==> src/rtl/uart_frame_rx.sv <==
// Oversampling serial receiver: 1 start, 8 data (LSB first), 1 parity, 1 stop.
// Presents each good frame on a valid/ready holding register; flags framing errors and overruns.
//
// state     | meaning
// IDLE      | line idle, waiting for rx_s low
// START     | qualifying the start bit at mid-bit
// DATA      | sampling 8 data bits
// PARITY    | sampling the raw parity bit
// STOP      | sampling stop bit, deliver / overrun / frame error
// WAIT_HIGH | after a bad stop, wait for the line to return high
module uart_frame_rx #(
  parameter int CLKS_PER_BIT = 16
) (
  input  logic       clk,
  input  logic       rst_n,
  input  logic       rx,
  input  logic       ready,
  output logic [7:0] data_out,
  output logic       parity_out,
  output logic       valid,
  output logic       frame_err,
  output logic       overrun
);

  localparam int CNT_W = $clog2(CLKS_PER_BIT);
  localparam logic [CNT_W-1:0] CNT_HALF = CNT_W'(CLKS_PER_BIT / 2 - 1);
  localparam logic [CNT_W-1:0] CNT_FULL = CNT_W'(CLKS_PER_BIT - 1);

  typedef enum logic [2:0] {
    IDLE, START, DATA, PARITY, STOP, WAIT_HIGH
  } state_t;

  state_t           state, state_nxt;
  logic             rx_meta, rx_s;
  logic [CNT_W-1:0] cnt;
  logic [2:0]       idx;
  logic [7:0]       shift;
  logic             par_bit;
  logic             cnt_clr, shift_en, par_en, load, ferr_set, ovr_set;

  always_ff @(posedge clk or negedge rst_n) begin
    if (!rst_n) begin
      rx_meta <= 1'b1;
      rx_s    <= 1'b1;
    end else begin
      rx_meta <= rx;
      rx_s    <= rx_meta;
    end
  end

  always_ff @(posedge clk or negedge rst_n) begin
    if (!rst_n) state <= IDLE;
    else        state <= state_nxt;
  end

  always_comb begin
    state_nxt = state;
    cnt_clr   = 1'b0;
    shift_en  = 1'b0;
    par_en    = 1'b0;
    load      = 1'b0;
    ferr_set  = 1'b0;
    ovr_set   = 1'b0;
    case (state)
      IDLE: begin
        cnt_clr = 1'b1;
        if (!rx_s) state_nxt = START;
      end
      START: begin
        if (cnt == CNT_HALF) begin
          cnt_clr   = 1'b1;
          state_nxt = rx_s ? IDLE : DATA;
        end
      end
      DATA: begin
        if (cnt == CNT_FULL) begin
          cnt_clr  = 1'b1;
          shift_en = 1'b1;
          if (idx == 3'd7) state_nxt = PARITY;
        end
      end
      PARITY: begin
        if (cnt == CNT_FULL) begin
          cnt_clr   = 1'b1;
          par_en    = 1'b1;
          state_nxt = STOP;
        end
      end
      STOP: begin
        if (cnt == CNT_FULL) begin
          cnt_clr = 1'b1;
          if (rx_s) begin
            // a held, unaccepted frame wins over the new one
            if (!valid || ready) load = 1'b1;
            else                 ovr_set = 1'b1;
            state_nxt = IDLE;
          end else begin
            ferr_set  = 1'b1;
            state_nxt = WAIT_HIGH;
          end
        end
      end
      WAIT_HIGH: begin
        if (rx_s) state_nxt = IDLE;
      end
      default: state_nxt = IDLE;
    endcase
  end

  always_ff @(posedge clk or negedge rst_n) begin
    if (!rst_n) begin
      cnt        <= '0;
      idx        <= '0;
      shift      <= '0;
      par_bit    <= 1'b0;
      data_out   <= '0;
      parity_out <= 1'b0;
      valid      <= 1'b0;
      frame_err  <= 1'b0;
      overrun    <= 1'b0;
    end else begin
      cnt <= cnt_clr ? '0 : cnt + CNT_W'(1);
      if (state != DATA) idx <= '0;
      else if (shift_en) idx <= idx + 3'd1;
      if (shift_en) shift[idx] <= rx_s;
      if (par_en) par_bit <= rx_s;
      if (load) begin
        data_out   <= shift;
        parity_out <= par_bit;
        valid      <= 1'b1;
      end else if (valid && ready) begin
        valid <= 1'b0;
      end
      frame_err <= ferr_set;
      overrun   <= ovr_set;
    end
  end

endmodule

==> config.mk <==
export PLATFORM = sky130hd
export DESIGN_NAME = uart_frame_rx
export DESIGN_NICKNAME = d
export VERILOG_FILES = /design/src/rtl/uart_frame_rx.sv
export SDC_FILE = /design/constraint.sdc
export NUM_CORES = 1
export LEC_CHECK = 0
export CAP_MARGIN = 10
export CORE_MARGIN = 2
export CORE_UTILIZATION = 50
export CTS_CLUSTER_DIAMETER = 100
export DETAILED_ROUTE_END_ITERATION = 7
export PLACE_DENSITY_LB_ADDON = 0.05
export SKIP_LAST_GASP = 1
export SLEW_MARGIN = 30
export SYNTH_ARGS = -nofsm -noshare
export SYNTH_HDL_FRONTEND = slang
export SYNTH_SLANG_ARGS = --single-unit
==> constraint.sdc <==
create_clock -name clk -period 2.2 [get_ports clk]
set_input_delay 0.22 -clock clk [delete_from_list [all_inputs] [get_ports clk]]
set_output_delay 0.22 -clock clk [all_outputs]
set_load 0.02 [all_outputs]
==> results of run 1 <==
## critical path: cells and delay by family, from the launching register on
family        cells  cell delay, ps
flops             1             530
mux               1             360
simple gates      2             810
## per-stage QoR
stage | util [%] | area (um2) | hold WS (ps) | instances
after global placement | 59.6 | 1660 | 347 | 164
final | 62.1 | 1730 | 275 | 172
after global routing | 62.1 | 1730 | 267 | 172
after detailed placement | 59.6 | 1660 | 348 | 164
after floorplan | - | 1490 | -75.6 | 122
after CTS | 62.1 | 1730 | 274 | 172
## Yosys cell counts, drive strengths merged (3+ instances only)
cell type	count	area, um2
nand4	7	50.1
nor4	3	18.8
dfrtp	31	776
ha	3	37.5
nand2	6	22.5
nand3	4	20.0
nor2b	3	18.8
and3	3	18.8
a311oi	3	26.3
inv	5	18.8
nor2	7	26.3
mux2	18	203
a21oi	3	15.0
buf	5	32.5
## worst paths after layout
| check | startpoint | to | slack (ps) | cells after the start |
|---|---|---|---|---|
| max | state[2]$_DFFE_PN0P_ | shift[5]$_DFFE_PN0P_ | 390 | 3 |
| min | rst_n | shift[2]$_DFFE_PN0P_ | 270 | 2 |
| max reg2reg | state[2]$_DFFE_PN0P_ | shift[5]$_DFFE_PN0P_ | 390 | 3 |
| min reg2reg | rx_meta$_DFF_PN1_ | rx_s$_DFF_PN1_ | 360 | 0 |
| max in group asynchronous | rst_n | rx_meta$_DFF_PN1_ | 1580 | 2 |
| min in group clk | rx | rx_meta$_DFF_PN1_ | 290 | 1 |
## registers in the layout, indices dropped and copies added, names as in the netlist, 3 cells and up
| register | cells |
|---|---|
| data_out | 8 |
| shift | 8 |
| cnt | 4 |
| idx | 3 |
| state | 3 |
## per-layer routing
layer	up-vias	track usage [%]	part of all wire, %
met5	-	0	0
met4	0	6.64	1.9
met3	7	7.47	4.8
met2	20	26.6	46
met1	476	24.4	48
li1	473	-	-
## power breakdown
| group | internal [mW] | switching, mW | total [mW] | leakage, nW |
|---|---|---|---|---|
| Clock | 0.185 | 0.197 | 0.382 | 0.0413 |
| Combinational | 0.129 | 0.156 | 0.285 | 0.340 |
| Sequential | 0.668 | 0.0943 | 0.762 | 0.444 |
| Total | 0.982 | 0.448 | 1.43 | 0.825 |
## logic make-up (layout without fill, tap and decap cells)
group	after synthesis	in the layout	share of synthesized area [%]
buf+inv	12	31	3.96
mux	19	19	14.3
flops	33	33	55.8
fa+ha+maj	3	3	2.53
simple gates	39	39	15.0
compound gates	12	12	6.07
xor+xnor	4	4	2.36
## final cells by class
class | count | area [um2]
clock buffers | 7 | 65.1
clock inverters | 1 | 5.00
fillers | 228 | 1050
inverters | 5 | 18.8
multi-input cells | 77 | 598
flip-flops and latches | 33 | 828
well taps | 31 | 38.8
repair buffers | 18 | 173
## placed cells by master (no fill, tap or decap), types with 4 or more instances in the layout
| cell | n |
|---|---|
| nand2_1 | 6 |
| nor2_1 | 7 |
| dfrtp_1 | 31 |
| clkdlybuf4s50_1 | 15 |
| mux2_2 | 16 |
| inv_1 | 5 |
| nand4_1 | 6 |
| clkbuf_4 | 5 |
| nand3_1 | 4 |
==> flow_summary_export.csv, run 1 <==
group,metric,value,unit
clocking,cts_tree,"built",
place,hpwlAfterDp,1.67,mm
hold_path,hold_class,"primary input to asynchronous set/reset pin",
power,p_leak,0.825,nW
logic_synthesis,ys_seq_area_share,55.8,%
clocking,cts.path.max_buffers,2,
routing,avgViaCountPerCell,5.67,
outcome,outcome,"complete, no violations",
floorplanning,start_util,53.4,%
clocking,htree_levels,2,
logic_synthesis,async_flop_share,100,%
layout,area_growth,16.3,%
place,gp_congestion,0.811,
routing,antenna_left,0,
power,ir_drop,0.808,mV
floorplanning,core_area,2780,um2
logic_synthesis,synth_edf_count,0,
flow_run,max_cap_violations,0,
grt,grt-ovfl-total,0,
setup_path,worstSetupPathType,"register to register",
setup_path,worstSetupEndpointType,"register",
grt,track_usage,18.2,%
routing,dr.pass1.iters,4,
setup_path,crit_required,2420,ps
logic_synthesis,syn_area_per_cell,12.2,um2
timing,timing.final.ws_setup,390,ps
clocking,cts_inserted_buffers,5,
grt,grt_pass1_vias,947,
timing,period_needed,1810,ps
layout,insertedDiodeCount,0,
timing,setup_viol,0,
logic_synthesis,ys_ff_latch,33,
clocking,path_clk_slew,100,ps
grt,antenna_found_initial,0,
timing,fmax,553,MHz
routing,post_drt_wl_per_cell,14.7,um
floorplanning,die_h,58.5,um
setup_path,cp.arrival,2030,ps
power,power,1.43,mW
timing,min_period_over_period,82.3,%
timing,maxSlewViolCount,0,
clocking,clk_latency,340,ps
setup_path,crit_chain,"or3b_4 > nor4_1 > mux2_1",
timing,report.final.hold_viol_count,0,
floorplanning,fp.dieW,58.5,um
timing,worstMarginPinSlew,404,ps
routing,vias,976,
setup_path,crit_slowest_cell,"dfrtp_1",
timing,slew_headroom,72.9,%
clocking,cts_root_buf,"clkbuf_4",
logic_synthesis,syn-num-nets,129,
floorplanning,rows,19,
place,pre_cts_ws,414,ps
place,port_buffers,15,
logic_synthesis,netlist_area,1490,um2
layout,layout.nets,147,
logic_synthesis,syn_inst,122,
logic_synthesis,yosys_warnings,0,
routing,totalWireLength,2.53,mm
clocking,cts_resized,0,
setup_path,cp_max_fo,13,
setup_path,slowest_delay,530,ps
grt,grt_pass1_wl,4.53,mm
routing,drtIter0Drc,30,
floorplanning,io_pins,16,
timing,fin_skew,14.1,ps
timing,grt_setup_unrepaired,"false",
power,p_per_area,828,nW/um2
floorplanning,die_area,3420,um2
routing,drc_errors,0,
clocking,hold_buffers,0,
clocking,post_cts_buffers,0,
logic_synthesis,ys_types,33,
grt,grt_max_degree,34,
layout,drive_gt1_share,23.4,%
clocking,cts_sinks,33,
logic_synthesis,synth_flop_cell,"dfrtp_1",
timing,tns,0,ps
setup_path,start_kind,"register",
(Power assumes the default switching activity.)
==> inputs of run 2 (changes only) <==
- clock period: 2.2 -> 1.85 ns (I/O delays scaled with it)
==> flow_summary_export.csv, run 2 (synthesized netlist as in run 1, its figures left out) <==
group,metric,value,unit
outcome,outcome,"complete, no violations",
hold_path,hold_class,"primary input to asynchronous set/reset pin",
routing,post_drt_wl_per_cell,14.8,um
routing,antenna_left,0,
clocking,cts_root_buf,"clkbuf_4",
layout,final_cell_mix,"dfrtp_1 (31), mux2_2 (16), clkdlybuf4s50_1 (15), nor2_1 (7), buf_4 (7)",
clocking,cts_tree,"built",
place,port_buffers,15,
setup_path,crit_chain,"buf_4 > nor2_1 > nand4_2 > mux2_2",
setup_path,r2r_slack,170,ps
routing,dr.pass1.iters,4,
layout,layout.nets,151,
setup_path,crit_required,2090,ps
layout,drive_gt1_share,25.5,%
floorplanning,core_area,2780,um2
floorplanning,io_pins,16,
timing,fin_skew,4.89,ps
floorplanning,start_util,53.4,%
flow_run,max_cap_violations,0,
setup_path,r2r_start,"state[0]$_DFFE_PN0P_",
timing,slew_headroom,68.6,%
floorplanning,rows,19,
clocking,cts_resized,0,
grt,grt-ovfl-total,0,
power,p_leak,0.845,nW
clocking,cts_sinks,33,
floorplanning,die_area,3420,um2
setup_path,start_kind,"register",
place,hpwlAfterDp,1.81,mm
setup_path,worstSetupEndpointType,"register",
layout,area_growth,18.3,%
clocking,clk_latency,340,ps
layout,finalNonFillerCells,176,
layout,fillers,228,
layout,insertedDiodeCount,0,
clocking,path_clk_slew,100,ps
floorplanning,fp.dieW,58.5,um
routing,drtIter0Drc,14,
routing,drc_errors,0,
timing,worstMarginPinSlew,467,ps
place,dp.cells,168,
clocking,hold_buffers,0,
setup_path,cp_max_fo,10,
routing,totalWireLength,2.61,mm
routing,vias,986,
timing,grt_setup_unrepaired,"false",
timing,report.final.hold_viol_count,0,
power,p_per_area,1000,nW/um2
floorplanning,die_h,58.5,um
timing,setup_viol,0,
power,ir_drop,1.04,mV
setup_path,worstSetupPathType,"register to register",
setup_path,crit_slowest_cell,"dfrtp_1",
grt,antenna_found_initial,0,
layout,seq_area,828,um2
grt,grt_pass1_vias,964,
setup_path,rr_worst_depth,4,
timing,min_period_over_period,90.9,%
grt,grt_max_degree,34,
timing,tns,0,ps
clocking,htree_levels,2,
layout,final_common_cell,"dfrtp_1",
routing,avgViaCountPerCell,5.60,
clocking,post_cts_buffers,0,
setup_path,cp.arrival,1920,ps
layout,fin_util,63.2,%
timing,fmax,595,MHz
clocking,cts_inserted_buffers,5,
layout,top_regs,"data_out (8), shift (8), cnt (4)",
clocking,cts.path.max_buffers,2,
place,gp_congestion,0.786,
timing,maxSlewViolCount,0,
grt,grt_pass1_wl,4.69,mm
setup_path,slowest_delay,390,ps
layout,multi_input_area,598,um2
grt,track_usage,19.3,%
timing,period_needed,1680,ps
setup_path,rr_endpoint,"data_out[5]$_DFFE_PN0P_",
==> run 2: changes by cell type in the layout (fill, tap and decap cells not counted), sizes merged <==
| cell | delta |
|---|---|
| buf | +4 |
==> run 2: power breakdown <==
group / total (mW) / internal, mW / leakage (nW) / switching [mW]
Sequential: 0.854 / 0.794 / 0.444 / 0.0599
Clock: 0.460 / 0.220 / 0.0413 / 0.240
Combinational: 0.444 / 0.191 / 0.360 / 0.253
Total: 1.76 / 1.21 / 0.845 / 0.553
==> run 2: worst max-delay path by stage <==
stage / startpoint / end / slack (ps)
floorplan: cnt[0]$_DFF_PN0_ / shift[4]$_DFFE_PN0P_ / 200
global placement: cnt[0]$_DFF_PN0_ / shift[7]$_DFFE_PN0P_ / 230
detailed placement: state[0]$_DFFE_PN0P_ / parity_out$_DFFE_PN0P_ / 150
CTS: state[0]$_DFFE_PN0P_ / parity_out$_DFFE_PN0P_ / 130
global route: state[0]$_DFFE_PN0P_ / parity_out$_DFFE_PN0P_ / 20
finish: state[0]$_DFFE_PN0P_ / data_out[5]$_DFFE_PN0P_ / 170
==> run 2: final cells by class <==
cell class / instances / area share [%]
clock buffer: 7 / 3.70
clock inverter: 1 / 0.285
inverter: 5 / 1.07
multi-input combinational: 77 / 34.0
sequential: 33 / 47.2
tap: 31 / 2.21
timing repair buffer: 22 / 11.5
==> run 2: metal layers <==
layer | vias to the layer above | GRT usage (%) | share of wire (%)
met3 | 6 | 8.79 | 5.1
met1 | 477 | 23.5 | 46
met5 | - | 0 | 0
li1 | 485 | - | -
met4 | 0 | 6.98 | 1.9
met2 | 18 | 30.2 | 47
==> run 2: worst max-delay path: cells and delay by family, from the launching register on <==
family                 cells  cell delay [ps]
AND/OR/NAND/NOR            2              620
flip-flops                 1              390
multiplexers               1              390
buffers and inverters      1              170
==> run 2: metrics by stage <==
step / total power, mW / area [um2] / setup WS (ps) / hold WS [ps]
finish: 1.76 / 1760 / 169 / 231
global route: 1.87 / 1760 / 16.5 / 215
CTS: 1.77 / 1760 / 129 / 219
detailed placement: 1.31 / 1690 / 145 / 351
global placement: 1.29 / 1690 / 228 / 349
floorplan: 1.19 / 1490 / 196 / -111
